`src/rtl/sram_test_pkg.sv`:
```
// Shared state encoding and default configuration for the SRAM pattern tester.
package sram_test_pkg;

  typedef enum logic [3:0] {
    S_IDLE,
    S_W_SETUP,
    S_W_STROBE,
    S_W_HOLD,
    S_TURN,
    S_R_SETUP,
    S_R_STROBE,
    S_R_SAMPLE,
    S_DONE
  } state_e;

  localparam logic [15:0] DEF_SEED        = 16'hA5C3;
  localparam int          DEF_WAIT_CYCLES = 2;

endpackage

```
`src/rtl/sram_cycle_timer.sv`:
```
// Loadable down-counter timing the strobe phase of each memory access.
module sram_cycle_timer #(
  parameter int CW = 4
) (
  input  logic          clk,
  input  logic          rst_n,
  input  logic          load_i,
  input  logic [CW-1:0] count_i,
  output logic          expire_o
);

  logic [CW-1:0] cnt_q;
  logic          armed_q;

  // expire_o fires once on the last strobe clock, then disarms until reloaded
  assign expire_o = armed_q && (cnt_q == '0);

  always_ff @(posedge clk or negedge rst_n) begin
    if (!rst_n) begin
      cnt_q   <= '0;
      armed_q <= 1'b0;
    end else if (load_i) begin
      cnt_q   <= count_i - CW'(1);
      armed_q <= 1'b1;
    end else if (expire_o) begin
      armed_q <= 1'b0;
    end else if (cnt_q != '0) begin
      cnt_q   <= cnt_q - CW'(1);
    end
  end

endmodule

```
`src/rtl/sram_pattern_tester.sv`:
```
// Self-running write/read/compare engine over the whole SRAM, both data polarities.
// Optional macro SRAM_TEST_FIRST_FAIL_EN: capture and display the first failing address.
module sram_pattern_tester
  import sram_test_pkg::*;
#(
  parameter int          ADDR_W      = 16,
  parameter int          WAIT_CYCLES = DEF_WAIT_CYCLES,
  parameter logic [15:0] SEED        = DEF_SEED
) (
  input  logic              clk,
  input  logic              clr_n,
  input  logic              start,
  output logic [ADDR_W-1:0] mem_addr,
  output logic [15:0]       mem_dout,
  output logic              mem_drive,
  input  logic [15:0]       mem_din,
  output logic              mem_ce_n,
  output logic              mem_we_n,
  output logic              mem_oe_n,
  output logic              busy,
  output logic              done,
  output logic              pass,
  output logic [15:0]       err_count,
  output logic [15:0]       first_fail,
  output logic [15:0]       disp
);

  state_e            state_q;
  logic              pass_sel_q, rd_turn_q;
  logic [ADDR_W-1:0] addr_q;
  logic [15:0]       dout_q, err_q, disp_q;
  logic              drive_q, ce_n_q, we_n_q, oe_n_q;
  logic              busy_q, done_q, pass_q;
  logic              tmr_load, tmr_expire, mismatch;
  logic [15:0]       done_disp;

  function automatic logic [15:0] pat(input logic [ADDR_W-1:0] a, input logic inv);
    return (16'(a) ^ SEED) ^ {16{inv}};
  endfunction

  assign tmr_load = (state_q == S_W_SETUP) || (state_q == S_R_SETUP);
  assign mismatch = (mem_din != pat(addr_q, pass_sel_q));

  sram_cycle_timer #(.CW(4)) u_timer (
    .clk      (clk),
    .rst_n    (clr_n),
    .load_i   (tmr_load),
    .count_i  (4'(WAIT_CYCLES)),
    .expire_o (tmr_expire)
  );

`ifdef SRAM_TEST_FIRST_FAIL_EN
  logic [15:0] ff_q;
  assign first_fail = ff_q;
  assign done_disp  = (err_q != '0) ? ff_q : err_q;
`else
  assign first_fail = '0;
  assign done_disp  = err_q;
`endif

  always_ff @(posedge clk or negedge clr_n) begin
    if (!clr_n) begin
      state_q    <= S_IDLE;
      pass_sel_q <= 1'b0;
      rd_turn_q  <= 1'b0;
      addr_q     <= '0;
      dout_q     <= '0;
      drive_q    <= 1'b0;
      ce_n_q     <= 1'b1;
      we_n_q     <= 1'b1;
      oe_n_q     <= 1'b1;
      busy_q     <= 1'b0;
      done_q     <= 1'b0;
      pass_q     <= 1'b0;
      err_q      <= '0;
      disp_q     <= '0;
`ifdef SRAM_TEST_FIRST_FAIL_EN
      ff_q       <= '0;
`endif
    end else begin
      case (state_q)
        S_IDLE, S_DONE: begin
          if (start) begin
            state_q    <= S_W_SETUP;
            pass_sel_q <= 1'b0;
            rd_turn_q  <= 1'b0;
            addr_q     <= '0;
            dout_q     <= pat('0, 1'b0);
            drive_q    <= 1'b1;
            ce_n_q     <= 1'b0;
            we_n_q     <= 1'b1;
            oe_n_q     <= 1'b1;
            busy_q     <= 1'b1;
            done_q     <= 1'b0;
            pass_q     <= 1'b0;
            err_q      <= '0;
            disp_q     <= '0;
`ifdef SRAM_TEST_FIRST_FAIL_EN
            ff_q       <= '0;
`endif
          end else if (state_q == S_DONE) begin
            // status settles one clock after the bus is released
            busy_q <= 1'b0;
            done_q <= 1'b1;
            pass_q <= (err_q == '0);
            disp_q <= done_disp;
          end
        end
        S_W_SETUP: begin
          we_n_q  <= 1'b0;
          state_q <= S_W_STROBE;
        end
        S_W_STROBE: begin
          if (tmr_expire) begin
            we_n_q  <= 1'b1;
            state_q <= S_W_HOLD;
          end
        end
        S_W_HOLD: begin
          if (addr_q == '1) begin
            addr_q    <= '0;
            disp_q    <= '0;
            drive_q   <= 1'b0;
            ce_n_q    <= 1'b1;
            rd_turn_q <= 1'b0;
            state_q   <= S_TURN;
          end else begin
            addr_q  <= addr_q + ADDR_W'(1);
            disp_q  <= 16'(addr_q + ADDR_W'(1));
            dout_q  <= pat(addr_q + ADDR_W'(1), pass_sel_q);
            state_q <= S_W_SETUP;
          end
        end
        S_TURN: begin
          ce_n_q <= 1'b0;
          if (rd_turn_q) begin
            rd_turn_q <= 1'b0;
            drive_q   <= 1'b1;
            dout_q    <= pat(addr_q, pass_sel_q);
            state_q   <= S_W_SETUP;
          end else begin
            oe_n_q  <= 1'b0;
            state_q <= S_R_SETUP;
          end
        end
        S_R_SETUP: state_q <= S_R_STROBE;
        S_R_STROBE: begin
          if (tmr_expire) state_q <= S_R_SAMPLE;
        end
        S_R_SAMPLE: begin
          if (mismatch) begin
            if (err_q != 16'hFFFF) err_q <= err_q + 16'd1;
`ifdef SRAM_TEST_FIRST_FAIL_EN
            if (err_q == '0) ff_q <= 16'(addr_q);
`endif
          end
          if (addr_q != '1) begin
            addr_q  <= addr_q + ADDR_W'(1);
            disp_q  <= 16'(addr_q + ADDR_W'(1));
            state_q <= S_R_SETUP;
          end else begin
            ce_n_q <= 1'b1;
            oe_n_q <= 1'b1;
            if (!pass_sel_q) begin
              pass_sel_q <= 1'b1;
              rd_turn_q  <= 1'b1;
              addr_q     <= '0;
              disp_q     <= '0;
              state_q    <= S_TURN;
            end else begin
              state_q <= S_DONE;
            end
          end
        end
        default: state_q <= S_IDLE;
      endcase
    end
  end

  assign mem_addr  = addr_q;
  assign mem_dout  = dout_q;
  assign mem_drive = drive_q;
  assign mem_ce_n  = ce_n_q;
  assign mem_we_n  = we_n_q;
  assign mem_oe_n  = oe_n_q;
  assign busy      = busy_q;
  assign done      = done_q;
  assign pass      = pass_q;
  assign err_count = err_q;
  assign disp      = disp_q;

endmodule

```
`config.mk`:
```
export PLATFORM = sky130hd
export DESIGN_NAME = sram_pattern_tester
export DESIGN_NICKNAME = d
export VERILOG_FILES = /design/src/rtl/sram_test_pkg.sv /design/src/rtl/sram_cycle_timer.sv /design/src/rtl/sram_pattern_tester.sv
export SDC_FILE = /design/constraint.sdc
export NUM_CORES = 1
export LEC_CHECK = 0
export BUFFER_PORTS_ARGS = -buffer_cell sky130_fd_sc_hd__buf_2
export CORE_UTILIZATION = 34
export CTS_CLUSTER_DIAMETER = 120
export DETAILED_ROUTE_END_ITERATION = 10
export GPL_ROUTABILITY_DRIVEN = 0
export GPL_TIMING_DRIVEN = 0
export PLACE_DENSITY_LB_ADDON = 0.15
export SLEW_MARGIN = 20
export SYNTH_ARGS = -nofsm -noshare
export SYNTH_HDL_FRONTEND = slang
export SYNTH_HIERARCHICAL = 1
export SYNTH_SLANG_ARGS = --single-unit
```
`constraint.sdc`:
```
create_clock -name clk -period 4.3 [get_ports clk]
set_input_delay 0.645 -clock clk [delete_from_list [all_inputs] [get_ports clk]]
set_output_delay 0.645 -clock clk [all_outputs]
set_load 0.05 [all_outputs]
```
Word level (Yosys, flattened, before mapping)
Cells that the tools add are included.
{ "totals": {"elab_cells": 128, "output_inout_bits": 87, "inputBits": 19, "register_bits": 82} }
{ "classes": {"mux": 50, "addsub": 3, "n_eq_ne": 26, "bitwise_logic": 4, "n_reduce_logical": 29} }
{ "ops": {"columns": ["operator", "n"], "rows": [
  ["$mux 16", 11],
  ["$pmux 16 s3", 3],
  ["$add 16x1->16 const B", 2],
  ["$mux 4", 8],
  ["$ne 16x16->1 const B", 2],
  ["$pmux 16 s2", 1],
  ["$pmux 4 s8", 1],
  ["$xor 16x16->16", 2],
  ["$ne 2x2->1 const B", 12],
  ["$reduce_and 4->1", 5],
  ["$mux 1", 18],
  ["$eq 16x16->1 const B", 1],
  ["$eq 4x3->1 const B", 4],
  ["$logic_not 16->1", 1],
  ["$ne 16x16->1", 1],
  ["$not 8->8", 2],
  ["$reduce_and 3->1", 5],
  ["$reduce_bool 3->1", 4],
  ["$pmux 1 s3", 3],
  ["$eq 4x2->1 const B", 2],
  ["$logic_not 4->1", 2],
  ["$pmux 1 s4", 2],
  ["$reduce_bool 2->1", 4],
  ["$reduce_bool 4->1", 2],
  ["other kinds (11)", 14]
]} }

Logic depth before layout (Yosys ltp)
{ "depth": {"depth_word": 5, "mapped_depth": 10, "depth_no_buf": 7} }

By module
Netlist, hierarchy kept.
{ "modules_own_cells": {"columns": ["module", "seq_area_each_um2", "area_per_inst_um2", "n_inst", "cells_each"], "rows": [
  ["sram_pattern_tester", 1930.6, 4845.9, 1, 564],
  ["sram_cycle_timer", 125.1, 267.8, 1, 23]
]} }

Worst setup path before layout
No wires, ideal clock.
{ "synth_timing": {"path_kind": "register to register", "start": "register addr_q[1] (netlist: mem_addr[1])", "end": "register disp_q[4] (netlist: disp[4])", "required_ns": 4.175, "t_arrival_ns": 2.601, "setup_slack_ns": 1.574, "path_stages_with_launch": 9, "path_buffers": 2, "setup_ns": 0.125, "synth_period_minus_slack_ns": 2.726, "path_cell_list": "dfrtp_1 ha_1 and3_1 buf_6 nand3_4 or4_4 a21boi_1 buf_6 mux2_4"} }
{ "synth_between": {"elab_chain_len": 3, "elab_cells_between_ends": 8, "classes_between": "1 x add/sub; 3 x eq/ne; 3 x mux; 1 x reduce/logical"} }
{ "synth_lines": {"columns": ["item", "line", "source"], "rows": [
  ["start: declaration", "sram_pattern_tester.sv:30", "logic [ADDR_W-1:0] addr_q;"],
  ["start signal: assignment", "sram_pattern_tester.sv:128", "addr_q <= addr_q + ADDR_W'(1);"],
  ["start signal: assignment", "sram_pattern_tester.sv:158", "addr_q <= addr_q + ADDR_W'(1);"],
  ["$add 16x1->16 (tied with other cells)", "sram_pattern_tester.sv:129, sram_pattern_tester.sv:159", null],
  ["$mux 16 (tied with other cells)", "sram_pattern_tester.sv:157", "if (addr_q != '1) begin"],
  ["$pmux 16 s3 or $reduce_and 3->1 (tied branches)", null, null],
  ["end signal: assignment", "sram_pattern_tester.sv:106", "disp_q <= done_disp;"],
  ["end signal: assignment", "sram_pattern_tester.sv:129", "disp_q <= 16'(addr_q + ADDR_W'(1));"],
  ["end signal: assignment", "sram_pattern_tester.sv:159", "disp_q <= 16'(addr_q + ADDR_W'(1));"],
  ["end: declaration", "sram_pattern_tester.sv:31", "logic [15:0] dout_q, err_q, disp_q;"]
]} }
Parallel ways exist; a longest one is shown, timed or not.
A chain may end at the register's enable or synchronous reset.

Final worst setup path
{ "layout_timing": {"start": "register addr_q[1] (netlist: mem_addr[1])", "end": "register disp_q[5] (netlist: disp[5])"} }
The elaborated chain is that of the path after synthesis.

==> results summary <==
The flow ran to the end, and the final reports show no timing, DRC or antenna violations. The violation count after the first detailed-routing iteration came out at 265. The synthesized design contains 82 register bits.

The instance area at placement is 0.00589 mm2. The sequential cell area came out at 0.00206 mm2. The aggregate global-route resource usage came out at 20.7%.

The achievable frequency is 0.330 GHz. The sum of overflow across all layers after global routing came out at 0. The total core area is 0.0146 mm2. The initial utilization of the core area, before any placement, comes to 35.1%. The number of fill cells in the layout came out at 1481. The area taken by multi-input logic gates is 0.00273 mm2. The chip height came out at 125 um.

Setup repair after global routing left no endpoint under its margin. At the pin with the least slew margin, the transition time is 835 ps. The x dimension of the die is 125 um. The number of distinct library cells after synthesis is 56. The async set-or-reset flop fraction in the synthesized netlist came out at 100%. After clock tree synthesis, the flow added hold-fix buffers numbering 0. The max-capacitance violation count is 0. The final critical path takes up 70.6% of the cycle. The power density over cell area is 559 mW/mm2.

The detailed-router iteration count before antenna repair came out at 6. The root buffer cell is sky130_fd_sc_hd__clkbuf_16. The via count of the first global-routing pass is 4670. The die covers 0.0155 mm2.

With fillers left out, the area of the finished cells amounts to 0.00620 mm2. The count of nets left with antenna violations once routing finished came out at 0. Dividing the detail-routed wire length by the instance count gives 17.4 um. The pin count of the biggest net entering global routing came out at 49. In this run, synthesis inferred 0 flip-flops with an integrated enable. The register area share after synthesis is 40.2%. The final wirelength came out at 15.6 mm. The HPWL after detailed placement is 11.9 mm.

The leakage dissipation came out at 2.78 nW. Summed over all failing endpoints, the final setup total negative slack is 0 ps. In the layout the commonest cells are sky130_fd_sc_hd__buf_2, sky130_fd_sc_hd__dfrtp_1, sky130_fd_sc_hd__nand2_1. The final net count is 731.

The number of clock sinks is 82. The placement row count is 44. The synthesis-to-finish area growth is 21.2%. TritonCTS built the clock tree.

The critical path is of the reg -> reg type. Setup violations remaining at the end of the flow were counted as 0. In this run the worst hold path is classified as in -> async. The number of buffers inserted to repair setup after CTS came out at 0. The cell area after technology mapping is 0.00511 mm2. The number of pins exceeding their max-slew limit in the final report was 0. In this run the tightest slew margin relative to its limit is 43.9%. In this run, CTS created clock tree buffers numbering 9.

The first global-routing pass estimated 25.3 mm of wire. Post-CTS repair changed the size of 0 cells. The maximum level of the CTS H-tree came out at 3. The worst path required time came out at 4540 ps. Between clock sinks in the finished design, the worst skew comes to 8.04 ps. The total number of yosys warnings is 6. The number of antenna violations at the first check in global routing came to 0.

The total number of vias is 4768. The clock-pin transition on the worst setup and hold timing paths is 60 ps. The hold violation total from the final report is 0. The gate count of the mapped netlist is 587.

The critical path launch point type is a flip-flop. The final antenna diode count is 0. The number of buffer cells added on primary ports is 88. The worst-skew pair later-pin latency is 350 ps. The library cell used most frequently in the layout, excluding fill and tap cells, is sky130_fd_sc_hd__buf_2. The number of buffers on the longest clock path came out at 2. In the synthesized netlist the dominant register cell turns out to be sky130_fd_sc_hd__dfrtp_1. The top-level port count came out at 106.

The maximum ir drop on the vdd rail is 0.280 mV. Dividing the synthesized area by the synthesized cell count gives 8.71 um2. STA classifies the critical path endpoint as a flip-flop.

The arrival time of the worst setup path is 3280 ps. The layout cell share with drive strength beyond 1 came out at 22.6%. The post-route minimum period came out at 3030 ps.

In this run the worst path has a maximum fanout of 10. For this run, design rule violations remaining after detail routing come to 0. Using the TritonRoute via totals, the vias-per-cell ratio works out to 5.32.
==> power by group <==
group | switching [mW] | internal, mW
Combinational | 1.15 | 0.465
Sequential | 0.106 | 0.946
Clock | 0.324 | 0.469
==> per-stage QoR <==
step	std cells	hold slack, ps	util (%)	power, mW	setup slack, ps
2_1_floorplan	608	349	-	2.27	1570
3_3_place_gp	880	469	40.2	2.65	1350
3_5_place_dp	881	477	40.4	2.68	1320
4_1_cts	897	259	42.5	3.49	1310
5_1_grt	897	282	42.5	3.66	1160
6_report	897	243	42.5	3.46	1270
==> critical path, cell delays in order (launching register included) <==
cell and delay [ps]:
sky130_fd_sc_hd__dfrtp_1 580, sky130_fd_sc_hd__ha_1 420, sky130_fd_sc_hd__and3_1 220, sky130_fd_sc_hd__buf_6 130, sky130_fd_sc_hd__nand3_4 110, sky130_fd_sc_hd__o21ai_1 510
sky130_fd_sc_hd__clkbuf_1 560, sky130_fd_sc_hd__o221ai_1 240, sky130_fd_sc_hd__o21a_1 150
==> synthesized netlist by cell type (7+ instances only) <==
cell type | number | area share (%)
sky130_fd_sc_hd__o21a_1 | 10 | 1.5
sky130_fd_sc_hd__a21oi_1 | 40 | 3.9
sky130_fd_sc_hd__xor2_1 | 18 | 3.1
sky130_fd_sc_hd__nor3_1 | 16 | 1.6
sky130_fd_sc_hd__nor4_1 | 11 | 1.3
sky130_fd_sc_hd__nor2_1 | 40 | 2.9
sky130_fd_sc_hd__nand4_1 | 13 | 1.6
sky130_fd_sc_hd__o221ai_1 | 9 | 1.5
sky130_fd_sc_hd__buf_2 | 18 | 1.8
sky130_fd_sc_hd__and3_1 | 10 | 1.2
sky130_fd_sc_hd__o31ai_1 | 13 | 1.9
sky130_fd_sc_hd__nand2_1 | 60 | 4.4
sky130_fd_sc_hd__dfrtp_1 | 79 | 39
sky130_fd_sc_hd__xnor2_1 | 34 | 5.8
sky130_fd_sc_hd__mux2i_1 | 13 | 2.5
sky130_fd_sc_hd__o22ai_1 | 7 | 0.86
sky130_fd_sc_hd__nand3_1 | 20 | 2.0
sky130_fd_sc_hd__buf_4 | 22 | 3.2
sky130_fd_sc_hd__clkbuf_1 | 21 | 1.5
sky130_fd_sc_hd__inv_1 | 11 | 0.81
sky130_fd_sc_hd__o21ai_0 | 48 | 4.7
==> state kept, by name, summed over array words and instances, names as in the netlist, 4 cells and up <==
signal         cells
mem_dout          16
state_q            4
err_count         16
u_timer/cnt_q      4
disp              16
mem_addr          16
==> routing by layer <==
layer / part of all wire [%] / GRT usage, % / vias up
met5: 0 / 0 / -
met3: 4.2 / 3.22 / 25
met1: 46 / 27.9 / 2306
li1: - / - / 2294
met2: 47 / 32.8 / 143
met4: 2.5 / 8.72 / 0
==> cells by family after synthesis <==
group                      share of synthesized area, %
and+or+nand+nor                                    20.5
AOI/OAI and AO/OA                                  17.6
DFF                                                40.2
buffers and inverters                              7.95
xor gates and xnor gates                           8.91
muxes                                              3.72
adders and majority gates                         0.979
other                                             0.147
==> area by class of cell <==
cell class / count / share of cell area [%]
Inverter: 11 / 0.666
Clock inverter: 5 / 1.01
Clock buffer: 11 / 3.92
Sequential cell: 82 / 33.2
Timing Repair Buffer: 89 / 7.59
Multi-Input combinational cell: 450 / 44.0
Tap cell: 184 / 3.71
Buffer: 65 / 5.89
==> path summary, 6_finish.rpt <==
kind	end	cells past startpoint	slack, ps	start
worst max-delay path	disp[5]	8	1270	mem_addr[1]
worst min-delay path	mem_dout[7]	1	240	clr_n
worst max register to register	disp[5]	8	1270	mem_addr[1]
worst min register to register	mem_dout[6]	2	480	mem_dout[6]
max in group asynchronous	mem_we_n	2	3390	clr_n
min in group clk	mem_dout[6]	2	480	mem_dout[6]
No activity file was read; power rests on OpenSTA's default activity.
